$ cat config.mk
export PLATFORM = sky130hd
export DESIGN_NAME = ats21_cmd_sched
export DESIGN_NICKNAME = d
export VERILOG_FILES = /design/src/rtl/ats21_pkg.sv /design/src/rtl/ats21_cmd_fifo.sv /design/src/rtl/ats21_cmd_sched.sv
export SDC_FILE = /design/constraint.sdc
export NUM_CORES = 1
export LEC_CHECK = 0
export CAP_MARGIN = 10
export CORE_MARGIN = 2
export CORE_UTILIZATION = 42
export CTS_CLUSTER_DIAMETER = 200
export DETAILED_ROUTE_END_ITERATION = 12
export DONT_BUFFER_PORTS = 1
export MAX_ROUTING_LAYER = met4
export RECOVER_POWER = 25
export SYNTH_ARGS = -nofsm -noshare
export SYNTH_HDL_FRONTEND = slang
export SYNTH_SLANG_ARGS = --single-unit
$ cat constraint.sdc
create_clock -name clk -period 2 [get_ports clk]
set_input_delay 0.1 -clock clk [delete_from_list [all_inputs] [get_ports clk]]
set_output_delay 0.1 -clock clk [all_outputs]
set_load 0.02 [all_outputs]
$ cat src/rtl/ats21_pkg.sv
// Shared types and widths for the ATS21 command scheduler: opcodes, FSM states, word sizes.
package ats21_pkg;

  localparam int HALF_W = 16;
  localparam int CMD_W  = 32;
  localparam int DATA_W = 24;

  typedef enum logic [2:0] {
    OP_NOP       = 3'b000,
    OP_SET_CLK   = 3'b001,
    OP_EN_CLK    = 3'b010,
    OP_MODE      = 3'b011,
    OP_ALARM     = 3'b101,
    OP_COUNTDOWN = 3'b110,
    OP_EN_AT     = 3'b111
  } ats_op_e;

  typedef enum logic [1:0] {
    ST_IDLE,
    ST_WORD1,
    ST_WORD2,
    ST_WAIT
  } sched_state_e;

  // An unselected client contributes an all-zero (Nop) half-word.
  function automatic logic [HALF_W-1:0] mask_half(input logic en, input logic [HALF_W-1:0] w);
    return en ? w : '0;
  endfunction

endpackage

$ cat src/rtl/ats21_cmd_fifo.sv
// Per-client synchronous command FIFO; head is the oldest entry, push is ignored when full.
module ats21_cmd_fifo
  import ats21_pkg::*;
#(
  parameter int DEPTH = 4
) (
  input  logic             clk,
  input  logic             reset,
  input  logic             push,
  input  logic             pop,
  input  logic [CMD_W-1:0] din,
  output logic [CMD_W-1:0] head,
  output logic             full,
  output logic             empty
);

  localparam int AW = $clog2(DEPTH);

  logic [CMD_W-1:0] mem_q [DEPTH];
  logic [AW-1:0]    wr_q, rd_q;
  logic [AW:0]      cnt_q;
  logic             do_push, do_pop;

  assign full    = (cnt_q == (AW+1)'(DEPTH));
  assign empty   = (cnt_q == '0);
  assign head    = mem_q[rd_q];
  assign do_push = push && !full;
  assign do_pop  = pop && !empty;

  always_ff @(posedge clk) begin
    if (reset) begin
      wr_q  <= '0;
      rd_q  <= '0;
      cnt_q <= '0;
    end else begin
      if (do_push) begin
        mem_q[wr_q] <= din;
        wr_q        <= wr_q + 1'b1;
      end
      if (do_pop) begin
        rd_q <= rd_q + 1'b1;
      end
      cnt_q <= cnt_q + {{AW{1'b0}}, do_push} - {{AW{1'b0}}, do_pop};
    end
  end

endmodule

$ cat src/rtl/ats21_cmd_sched.sv
// Serializes client A/B commands onto the ATS21 two-word req/ctrl protocol and returns stat/data.
// Optional WAIT abort counter enabled by defining ATS_SCHED_TIMEOUT_EN.
module ats21_cmd_sched
  import ats21_pkg::*;
#(
  parameter int DEPTH   = 4,
  parameter int TIMEOUT = 64
) (
  input  logic              clk,
  input  logic              reset,
  input  logic              a_valid,
  input  logic [CMD_W-1:0]  a_cmd,
  output logic              a_ready,
  input  logic              b_valid,
  input  logic [CMD_W-1:0]  b_cmd,
  output logic              b_ready,
  output logic              ats_req,
  output logic [HALF_W-1:0] ats_ctrlA,
  output logic [HALF_W-1:0] ats_ctrlB,
  input  logic              ats_ready,
  input  logic [1:0]        ats_stat,
  input  logic [DATA_W-1:0] ats_data,
  output logic              rsp_valid,
  output logic [1:0]        rsp_client,
  output logic [1:0]        rsp_stat,
  output logic [DATA_W-1:0] rsp_data,
  output logic              busy,
  output logic              rsp_timeout
);

  if (DEPTH < 2 || (DEPTH & (DEPTH - 1)) != 0 || TIMEOUT < 1) begin : g_bad_param
    $error("ats21_cmd_sched: DEPTH must be a power of two >= 2 and TIMEOUT >= 1");
  end

  sched_state_e      state_q;
  logic [1:0]        sel_q;
  logic [1:0]        pend_q;
  logic              req_q;
  logic [HALF_W-1:0] ctrla_q, ctrlb_q;
  logic              rsp_valid_q;
  logic [1:0]        rsp_client_q, rsp_stat_q;
  logic [DATA_W-1:0] rsp_data_q;

  logic [CMD_W-1:0]  a_head, b_head;
  logic              a_full, a_empty, b_full, b_empty;
  logic              a_pop, b_pop;

  assign a_ready = !a_full;
  assign b_ready = !b_full;
  assign a_pop   = (state_q == ST_WORD2) && sel_q[0];
  assign b_pop   = (state_q == ST_WORD2) && sel_q[1];

  ats21_cmd_fifo #(.DEPTH(DEPTH)) u_fifo_a (
    .clk   (clk),
    .reset (reset),
    .push  (a_valid),
    .pop   (a_pop),
    .din   (a_cmd),
    .head  (a_head),
    .full  (a_full),
    .empty (a_empty)
  );

  ats21_cmd_fifo #(.DEPTH(DEPTH)) u_fifo_b (
    .clk   (clk),
    .reset (reset),
    .push  (b_valid),
    .pop   (b_pop),
    .din   (b_cmd),
    .head  (b_head),
    .full  (b_full),
    .empty (b_empty)
  );

`ifdef ATS_SCHED_TIMEOUT_EN
  localparam int TO_W = $clog2(TIMEOUT + 1);
  logic [TO_W-1:0] wait_cnt_q;
  logic            rsp_to_q;
  assign rsp_timeout = rsp_to_q;
`else
  assign rsp_timeout = 1'b0;
`endif

  assign ats_req    = req_q;
  assign ats_ctrlA  = ctrla_q;
  assign ats_ctrlB  = ctrlb_q;
  assign rsp_valid  = rsp_valid_q;
  assign rsp_client = rsp_client_q;
  assign rsp_stat   = rsp_stat_q;
  assign rsp_data   = rsp_data_q;
  assign busy       = (state_q != ST_IDLE);

  // pend_q is a registered look at the queues; it sets the accept-to-WORD1 latency
  // and is also the snapshot latched into sel_q.
  always_ff @(posedge clk) begin
    if (reset) begin
      state_q      <= ST_IDLE;
      sel_q        <= '0;
      pend_q       <= '0;
      req_q        <= 1'b0;
      ctrla_q      <= '0;
      ctrlb_q      <= '0;
      rsp_valid_q  <= 1'b0;
      rsp_client_q <= '0;
      rsp_stat_q   <= '0;
      rsp_data_q   <= '0;
`ifdef ATS_SCHED_TIMEOUT_EN
      wait_cnt_q   <= '0;
      rsp_to_q     <= 1'b0;
`endif
    end else begin
      pend_q      <= {!b_empty, !a_empty};
      rsp_valid_q <= 1'b0;
      case (state_q)
        ST_IDLE: begin
          req_q   <= 1'b0;
          ctrla_q <= '0;
          ctrlb_q <= '0;
          if (|pend_q) begin
            sel_q   <= pend_q;
            req_q   <= 1'b1;
            ctrla_q <= mask_half(pend_q[0], a_head[CMD_W-1:HALF_W]);
            ctrlb_q <= mask_half(pend_q[1], b_head[CMD_W-1:HALF_W]);
            state_q <= ST_WORD1;
          end
        end
        ST_WORD1: begin
          req_q   <= 1'b0;
          ctrla_q <= mask_half(sel_q[0], a_head[HALF_W-1:0]);
          ctrlb_q <= mask_half(sel_q[1], b_head[HALF_W-1:0]);
          state_q <= ST_WORD2;
        end
        ST_WORD2: begin
          ctrla_q <= '0;
          ctrlb_q <= '0;
`ifdef ATS_SCHED_TIMEOUT_EN
          wait_cnt_q <= '0;
`endif
          state_q <= ST_WAIT;
        end
        ST_WAIT: begin
          if (ats_ready) begin
            rsp_valid_q  <= 1'b1;
            rsp_client_q <= sel_q;
            rsp_stat_q   <= ats_stat;
            rsp_data_q   <= ats_data;
`ifdef ATS_SCHED_TIMEOUT_EN
            rsp_to_q     <= 1'b0;
`endif
            state_q      <= ST_IDLE;
          end
`ifdef ATS_SCHED_TIMEOUT_EN
          else if (wait_cnt_q == TO_W'(TIMEOUT - 1)) begin
            rsp_valid_q  <= 1'b1;
            rsp_client_q <= sel_q;
            rsp_stat_q   <= 2'b11;
            rsp_data_q   <= '0;
            rsp_to_q     <= 1'b1;
            state_q      <= ST_IDLE;
          end else begin
            wait_cnt_q <= wait_cnt_q + 1'b1;
          end
`endif
        end
        default: state_q <= ST_IDLE;
      endcase
    end
  end

endmodule

==> results.json, run 1 <==
{
  "vdd_drop_max_mv": 0.7504,
  "fmaxAchievable_mhz": 487.6,
  "drt-pass1-iter-count": 4,
  "critPathTopFamily": "adder cells",
  "grt_setup_unrepaired": "yes",
  "setup_viol": 2,
  "cts_tree": "done",
  "std_cell_rows": 64,
  "syn_inst": 910,
  "hold_ws_ns": -0.3515,
  "via_per_inst": 5.176,
  "gr-usage-all-layers_pct": 17.16,
  "cp_num_buf_inv": 3,
  "cts.path.max_buffers": 3,
  "finalHoldViolCount": 68,
  "synth-warning-count": 0,
  "drtIter0Drc": 362,
  "cp.required_ns": 2.40,
  "crit_arrival_ns": 2.45,
  "setup_ws_ns": -0.05083,
  "io_pins": 161,
  "initial_utilization_pct": 42.92,
  "path_depth": 11,
  "h-tree-depth": 2,
  "slowest_delay_ns": 0.36,
  "reg2reg_depth": 11,
  "antenna_found_initial": 3,
  "drv_slew": 0,
  "nets": 1138,
  "total_power_w": 0.01758,
  "die_w_um": 181.3,
  "dieArea_um2": 32860,
  "fp.coreArea_um2": 30750,
  "path_max_fanout": 3,
  "cts_inserted_buffers": 37,
  "violations": "negative hold slack, negative setup slack",
  "multi_input_area_um2": 3505,
  "overflow": 0,
  "whs_path_depth": 1,
  "drt-wirelength-per-cell_um": 18.92,
  "io_buffers": 0,
  "crit_chain": "inv_2, ha_4, o311a_1, ha_1, inv_1, ha_1, inv_1, fa_2, xor2_2, xnor2_1, nor2_1",
  "powerDensity_nw_per_um2": 1093,
  "clock_power_share_pct": 37.4,
  "fin_setup_tns_ns": -0.08214,
  "status": "finished, violations left",
  "swShare_pct": 24.88,
  "p_sw_w": 0.004373,
  "vias": 7510,
  "drive_gt1_share_pct": 14.16,
  "synthFlopType": "edfxtp_1",
  "syn-cell-area_um2": 13200,
  "regArea_um2": 9420,
  "hp-class": "primary input to flip-flop",
  "p_seq_share_pct": 49.2,
  "nFillCells": 2610,
  "grt_max_degree": 87,
  "async_flop_share_pct": 0,
  "finalCriticalPeriod_ns": 2.051,
  "seq_area_frac_synth_pct": 71.29,
  "end_kind": "flip-flop",
  "drc": 0,
  "fin_crit_sh_pct": 102.5,
  "synth_cell_type_count": 33,
  "power.leakage_nw": 5.313,
  "synth_seq_cells": 342,
  "ant_nets": 0,
  "comb_power_share_pct": 13.4,
  "cts_sinks": 342,
  "critPathKind": "flip-flop to flip-flop",
  "die_h_um": 181.3,
  "wirelength_um": 27450,
  "syn_nets": 1023,
  "fin_skew_ns": 0.02061,
  "synth_edf_count": 256,
  "ctsHoldBuffers": 80,
  "worstSkewPairLatency_ns": 0.52,
  "drv_cap": 0,
  "path_clk_slew_ns": 0.06,
  "cp_slowest_cell": "fa_2",
  "hpwl_um": 15840,
  "root_buffer": "clkbuf_16",
  "grt_pass1_wl_um": 42720,
  "postSynthAreaPerCell_um2": 14.50,
  "gp_congestion": 0.7686,
  "syn_to_final_growth_pct": 21.90,
  "p_int_w": 0.01321,
  "critPathLaunchType": "flip-flop",
  "grt_pass1_vias": 7815
}
[cell usage in the layout (no fill, tap or decap), types with 26 or more instances in the layout]
| master | Yosys | final |
|---|---|---|
| nand2_1 | 67 | 66 |
| nor2b_1 | 34 | 34 |
| dfxtp_1 | 86 | 79 |
| dlygate4sd3_1 | 0 | 80 |
| clkbuf_16 | 0 | 37 |
| a21oi_1 | 33 | 33 |
| edfxtp_1 | 256 | 256 |
| buf_4 | 4 | 26 |
| nor2_1 | 85 | 85 |
| nor4_1 | 33 | 33 |
| mux2i_1 | 129 | 129 |
| nor3_1 | 34 | 33 |
[flip-flops by register name (all words and copies together), names as in the netlist, 3 cells and up, named ones only]
register and count:
u_fifo_a.mem_q 128, u_fifo_a.cnt_q 3, ats_ctrlA 16, rsp_data 24
ats_ctrlB 16, u_fifo_b.mem_q 128, u_fifo_b.cnt_q 3
[routing by layer]
layer	vias up	global-route usage (%)	wire (um)
li1	3582	-	-
met1	3698	19.78	11550
met2	175	30.13	13830
met3	55	3.447	1342
met4	0	5.398	724
met5	-	-	0
[Yosys cell counts, types with 3 or more instances]
cell type | instances | area (um^2)
nor2b_1 | 34 | 212.7
and2_1 | 9 | 56.30
buf_1 | 5 | 18.77
buf_2 | 18 | 90.09
xor2_1 | 4 | 35.03
ha_1 | 16 | 200.2
edfxtp_1 | 256 | 7687
a21oi_1 | 33 | 165.2
o22ai_1 | 12 | 75.07
nor3_1 | 34 | 170.2
xnor2_1 | 6 | 52.55
o22ai_2 | 20 | 250.2
inv_1 | 16 | 60.06
nor2_1 | 85 | 319.1
buf_6 | 3 | 33.78
nand2_1 | 67 | 251.5
buf_4 | 4 | 30.03
mux2i_1 | 129 | 1291
nor4_1 | 33 | 206.5
dfxtp_1 | 86 | 1722
clkbuf_1 | 19 | 71.32
[final cells by class]
cell class	instances	share of cell area (%)
Timing Repair Buffer	127	8.749
Tap cell	396	3.080
Clock inverter	16	0.9799
Clock buffer	50	6.432
Antenna cell	3	0.04666
Sequential cell	342	58.56
Inverter	16	0.3733
Multi-Input combinational cell	501	21.78
[path summary, 6_finish.rpt]
path	start	to	slack, ns
max	state_q[0]	u_fifo_a.cnt_q[2]	-0.05
min	reset	rsp_data[3]	-0.35
max reg2reg	state_q[0]	u_fifo_a.cnt_q[2]	-0.05
min reg2reg	rsp_data[11]	rsp_data[11]	0.55
[timing repair]
action                                  in CTS  in global routing
endpoints found under the setup margin      20                 21
pin swaps                                   10                  1
hold endpoints to repair                   342                 68
buffers inserted                             2                  0
resized for setup                            4                  6
[cell families (layout without fill, tap and decap cells)]
family | Yosys count | after routing | share of synthesized area [%]
AOI/OAI and AO/OA | 68 | 68 | 3.925
xor gates and xnor gates | 10 | 10 | 0.6636
adders and majority gates | 18 | 18 | 1.820
buffers and inverters | 67 | 209 | 2.531
DFF | 342 | 342 | 71.29
muxes | 129 | 129 | 9.784
other | 1 | 4 | 0.02841
and+or+nand+nor | 275 | 275 | 9.954
[through the flow]
stage / instances / hold WS [ns] / cell area, um^2 / setup slack (ns) / utilization (%)
after global placement: 1300 / 0.1769 / 14040 / -0.08519 / 45.67
after floorplan: 910 / 0.1989 / 13230 / -0.06512 / -
after global routing: 1451 / -0.3687 / 16090 / -0.1593 / 52.32
after detailed placement: 1300 / 0.1781 / 14040 / -0.1466 / 45.67
final: 1451 / -0.3515 / 16090 / -0.05083 / 52.32
after CTS: 1448 / -0.3794 / 16060 / -0.04536 / 52.23
[power by group through the flow]
| stage | clock (W) | combinational (W) | sequential, W |
|---|---|---|---|
| floorplan | 0 | 0.00144 | 0.00874 |
| global placement | 0 | 0.00205 | 0.00880 |
| detailed placement | 0 | 0.00209 | 0.00881 |
| CTS | 0.00675 | 0.00234 | 0.00866 |
| global route | 0.00703 | 0.00258 | 0.00871 |
| finish | 0.00658 | 0.00235 | 0.00866 |
Note: power is estimated with default switching activity, not from simulation.
==> run 2, diff against run 1 <==
--- a/config.mk
+++ b/config.mk
@@ -8,6 +8,7 @@
 export CAP_MARGIN = 10
 export CORE_MARGIN = 2
 export CORE_UTILIZATION = 42
+export CTS_BUF_LIST = sky130_fd_sc_hd__clkbuf_4
 export CTS_CLUSTER_DIAMETER = 200
 export DETAILED_ROUTE_END_ITERATION = 12
 export DONT_BUFFER_PORTS = 1
==> results.json, run 2 (synthesis results as in run 1) <==
{
  "antenna_found_initial": 4,
  "powerDensity_nw_per_um2": 1052,
  "hold_ws_ns": -0.4924,
  "gp_congestion": 0.7686,
  "crit_arrival_ns": 2.67,
  "io_pins": 161,
  "violations": "negative hold slack, negative setup slack",
  "cts_inserted_buffers": 90,
  "final_common_cell": "edfxtp_1",
  "power.leakage_nw": 5.487,
  "whs_path_depth": 1,
  "grt_pass1_vias": 8266,
  "die_h_um": 181.3,
  "drc": 0,
  "io_buffers": 0,
  "dieArea_um2": 32860,
  "ctsHoldBuffers": 84,
  "setup_viol": 2,
  "worstSkewPairLatency_ns": 0.71,
  "finalHoldViolCount": 72,
  "critPathLaunchType": "flip-flop",
  "vias": 7867,
  "std_cell_rows": 64,
  "gr-usage-all-layers_pct": 17.82,
  "drt-wirelength-per-cell_um": 18.17,
  "fmaxAchievable_mhz": 477.0,
  "reg2reg_depth": 12,
  "setup_ws_ns": -0.09645,
  "cts_tree": "done",
  "drv_slew": 0,
  "via_per_inst": 5.056,
  "drtIter0Drc": 326,
  "hold_end": "rsp_data[6]",
  "hp-class": "primary input to flip-flop",
  "root_buffer": "clkbuf_4",
  "final_cell_mix": "edfxtp_1 (256), clkbuf_4 (134), mux2i_1 (129), nor2_1 (85), dlygate4sd3_1 (82)",
  "drive_gt1_share_pct": 21.97,
  "r2r_setup_slack_ns": -0.1,
  "rr_endpoint": "u_fifo_b.cnt_q[2]",
  "grt_max_degree": 87,
  "path_max_fanout": 2,
  "fin_skew_ns": 0.05454,
  "ant_nets": 0,
  "initial_utilization_pct": 42.92,
  "h-tree-depth": 3,
  "total_power_w": 0.01705,
  "wirelength_um": 28280,
  "fp.coreArea_um2": 30750,
  "cts_sinks": 342,
  "vdd_drop_max_mv": 0.5240,
  "overflow": 0,
  "path_clk_slew_ns": 0.07,
  "end_kind": "flip-flop",
  "die_w_um": 181.3,
  "timing.rr.start": "state_q[0]",
  "cp.required_ns": 2.57,
  "hpwl_um": 15840,
  "nets": 1197,
  "syn_to_final_growth_pct": 22.84,
  "critPathKind": "flip-flop to flip-flop",
  "fin_crit_sh_pct": 104.8,
  "finalCriticalPeriod_ns": 2.096,
  "grt_pass1_wl_um": 43980,
  "min_from": "reset",
  "grt_setup_unrepaired": "yes",
  "drt-pass1-iter-count": 4,
  "drv_cap": 0,
  "cts.path.max_buffers": 3,
  "status": "finished, violations left"
}
## run 2: worst max path at each step
stage                       from           endpoint  slack, ns  cells past startpoint
6_report              state_q[0]  u_fifo_b.cnt_q[2]       -0.1                     12
5_1_grt               state_q[0]  u_fifo_a.cnt_q[2]      -0.22                     11
3_5_place_dp          state_q[1]  u_fifo_a.cnt_q[2]      -0.15                     10
3_3_place_gp          state_q[1]  u_fifo_a.cnt_q[2]      -0.09                     10
4_1_cts               state_q[0]  u_fifo_a.cnt_q[2]      -0.09                     11
2_1_floorplan  u_fifo_a.cnt_q[2]  u_fifo_a.cnt_q[2]      -0.07                      9
## run 2: worst max-delay path, stage by stage, from the launching register on
cell and delay, ns:
dfxtp_2 0.34, inv_2 0.05, ha_4 0.15, buf_4 0.13, o311a_1 0.12, ha_1 0.27
inv_1 0.05, ha_1 0.14, inv_2 0.04, fa_2 0.33, xor2_1 0.17, xnor2_1 0.14
nor2_1 0.05
## run 2: cell type report
type | instances | area [um^2]
clock buffer | 134 | 1006
timing repair buffer | 133 | 1493
tap | 396 | 495.5
clock inverter | 30 | 140.1
multi-input combinational | 501 | 3588
sequential | 342 | 9419
inverter | 16 | 60.06
antenna | 4 | 10.01
fill | 2632 | 14540
## run 2: through the flow
stage / setup TNS, ns / area [um^2] / utilization (%) / cells / worst slack (ns)
final: -0.1593 / 16210 / 52.72 / 1556 / -0.09645
after global routing: -0.4752 / 16210 / 52.72 / 1556 / -0.2195
after CTS: -0.08642 / 16070 / 52.27 / 1551 / -0.08642
after detailed placement: -0.7083 / 14040 / 45.67 / 1300 / -0.1466
after global placement: -0.08702 / 14040 / 45.67 / 1300 / -0.08519
after floorplan: -0.06512 / 13230 / - / 910 / -0.06512
## run 2: timing repair
action	in CTS	in global routing
pin swaps	9	14
cloned	0	1
endpoints found under the hold margin	566	216
resized for setup	4	23
setup endpoints to repair	18	26
setup buffers	3	1
## run 2: metal layers
layer / track usage, % / up-vias / part of all wire (%) / wire, um
met3: 5.362 / 47 / 6.1 / 1739
met1: 19.46 / 3852 / 42 / 11760
li1: - / 3750 / - / -
met4: 6.699 / 0 / 1.9 / 544
met2: 30.64 / 218 / 50 / 14240
met5: - / - / 0 / 0
## run 2: where the power goes
group / leakage (nW) / total [W] / internal, W / switching [W]
clock network: 0.688 / 0.00587 / 0.00309 / 0.00278
logic: 1.78 / 0.00253 / 0.00122 / 0.00131
registers: 3.02 / 0.00866 / 0.00821 / 0.000447
==> run 3, diff against run 2 <==
--- a/config.mk
+++ b/config.mk
@@ -13,6 +13,7 @@
 export DETAILED_ROUTE_END_ITERATION = 12
 export DONT_BUFFER_PORTS = 1
 export MAX_ROUTING_LAYER = met4
+export PLACE_DENSITY = 0.59
 export RECOVER_POWER = 25
 export SYNTH_ARGS = -nofsm -noshare
 export SYNTH_HDL_FRONTEND = slang
==> results.json, run 3 (synthesis results as in run 1) <==
{
  "nets": 1222,
  "place_ws_ns": -0.08793,
  "cp.required_ns": 2.61,
  "overflow": 0,
  "powerDensity_nw_per_um2": 1060,
  "critPathTopFamily": "adder cells",
  "crit_chain": "o311a_1, ha_1, inv_1, ha_1, inv_1, fa_2, xor2_1, xnor2_1, nor2_1",
  "hpwl_um": 16000,
  "hp-class": "primary input to flip-flop",
  "cts_sinks": 342,
  "fmaxAchievable_mhz": 498.9,
  "drc": 0,
  "finish.utilization_pct": 53.65,
  "startpoint": "u_fifo_a.cnt_q[1]",
  "p_seq_share_pct": 49.5,
  "h-tree-depth": 3,
  "cts_inserted_buffers": 90,
  "cp_num_buf_inv": 2,
  "final_common_cell": "edfxtp_1",
  "gp_congestion": 0.7372,
  "hold_ws_ns": -0.5110,
  "path_clk_slew_ns": 0.07,
  "cp_slowest_cell": "o311a_1",
  "gr-usage-all-layers_pct": 18.30,
  "std_cell_rows": 64,
  "dieArea_um2": 32860,
  "io_buffers": 0,
  "slowest_delay_ns": 0.37,
  "die_h_um": 181.3,
  "antenna_found_initial": 4,
  "drt-pass1-iter-count": 5,
  "ant_nets": 0,
  "status": "finished, violations left",
  "drv_slew": 0,
  "critPathLaunchType": "flip-flop",
  "crit_arrival_ns": 2.62,
  "drive_gt1_share_pct": 21.91,
  "nFillCells": 2602,
  "io_pins": 161,
  "die_w_um": 181.3,
  "violations": "negative hold slack, negative setup slack",
  "grt_max_degree": 87,
  "root_buffer": "clkbuf_4",
  "timing.rr.start": "u_fifo_a.cnt_q[1]",
  "path_max_fanout": 2,
  "swShare_pct": 25.43,
  "grt_setup_unrepaired": "yes",
  "grt_pass1_wl_um": 45090,
  "fin_crit_sh_pct": 100.2,
  "grt_pass1_vias": 8289,
  "worstSkewPairLatency_ns": 0.72,
  "p_sw_w": 0.004448,
  "via_per_inst": 4.979,
  "finalHoldViolCount": 53,
  "comb_power_share_pct": 13.6,
  "drt-wirelength-per-cell_um": 18.00,
  "p_int_w": 0.01304,
  "cts_tree": "done",
  "multi_input_area_um2": 3536,
  "regArea_um2": 9419,
  "finalCriticalPeriod_ns": 2.004,
  "min_from": "reset",
  "critPathKind": "flip-flop to flip-flop",
  "power.leakage_nw": 5.709,
  "drtIter0Drc": 604,
  "setup_ws_ns": -0.004419,
  "drv_cap": 0,
  "end_kind": "flip-flop",
  "final_cell_mix": "edfxtp_1 (256), clkbuf_4 (154), mux2i_1 (129), dlygate4sd3_1 (109), nor2_1 (84)",
  "vias": 7876,
  "wirelength_um": 28480,
  "instances_no_fill": 1582,
  "syn_to_final_growth_pct": 25.01,
  "setup_viol": 2,
  "vdd_drop_max_mv": 0.6934,
  "cts.path.max_buffers": 3,
  "initial_utilization_pct": 42.92,
  "fin_skew_ns": 0.03404,
  "clock_power_share_pct": 36.9,
  "fp.coreArea_um2": 30750,
  "placedCellCount": 1300
}
## run 3: cell types whose count changed in the layout (fill, tap and decap cells not counted), moves of 2 or more
cell / change
bufinv_16: +2
o22ai_1: +2
dfxtp_1: -2
and2_4: +2
clkinvlp_4: -2
clkbuf_4: +20
clkinv_2: -7
nor4_1: +4
o22ai_4: -2
clkinv_1: -11
dlygate4sd3_1: +27
nor4_2: -4
dfxtp_2: +3
## run 3: metrics by stage
| stage | area [um^2] | power (W) | setup TNS [ns] |
|---|---|---|---|
| 2_1_floorplan | 13230 | 0.01019 | -0.06512 |
| 3_3_place_gp | 14030 | 0.01081 | -0.04024 |
| 3_5_place_dp | 14030 | 0.01085 | -0.1260 |
| 4_1_cts | 16400 | 0.01767 | -0.003458 |
| 5_1_grt | 16500 | 0.01845 | -0.3599 |
| 6_report | 16500 | 0.01749 | -0.006544 |
## run 3: path summary, 6_finish.rpt
path / slack (ns) / to / cells past startpoint
max: -0.004 / u_fifo_a.cnt_q[2] / 9
min: -0.51 / u_fifo_a.cnt_q[2] / 1
max reg2reg: -0.004 / u_fifo_a.cnt_q[2] / 9
min reg2reg: 0.49 / flip-flop / 2
## run 3: area by class of cell
cell class | instances | share of cell area (%)
clock inverters | 11 | 0.6067
well taps | 396 | 3.003
flip-flops and latches | 342 | 57.09
multi-input cells | 501 | 21.43
inverters | 16 | 0.3640
repair buffers | 158 | 10.44
clock buffers | 154 | 7.007
diodes | 4 | 0.06067
## run 3: repair_timing
action,CTS,global route
gates resized for setup,5,18
hold endpoints to repair,545,339
setup endpoints to repair,4,146
pin swaps,8,4
buffers inserted,2,1
hold buffers,109,2
## run 3: routing by layer
| metal | GRT usage [%] | vias up | wire [um] | share of wire (%) |
|---|---|---|---|---|
| met5 | - | - | 0 | 0 |
| met4 | 7.545 | 0 | 692 | 2.4 |
| met3 | 5.604 | 50 | 1679 | 5.9 |
| met2 | 29.39 | 224 | 14050 | 49 |
| met1 | 21.47 | 3799 | 12050 | 42 |
| li1 | - | 3803 | - | - |
## run 3: worst register-to-register path, cell delays in order (launching register included)
cell and delay, ns:
dfxtp_2 0.32, o311a_1 0.37, ha_1 0.28, inv_1 0.06, ha_1 0.13, inv_1 0.05, fa_2 0.33, xor2_1 0.17
xnor2_1 0.16, nor2_1 0.05
## run 3: power groups by stage
stage	clock network, W	logic (W)	registers (W)
6_report	0.00645	0.00239	0.00866
5_1_grt	0.00709	0.00265	0.00871
4_1_cts	0.00667	0.00234	0.00866
3_5_place_dp	0	0.00204	0.00881
3_3_place_gp	0	0.00201	0.00880
2_1_floorplan	0	0.00144	0.00874
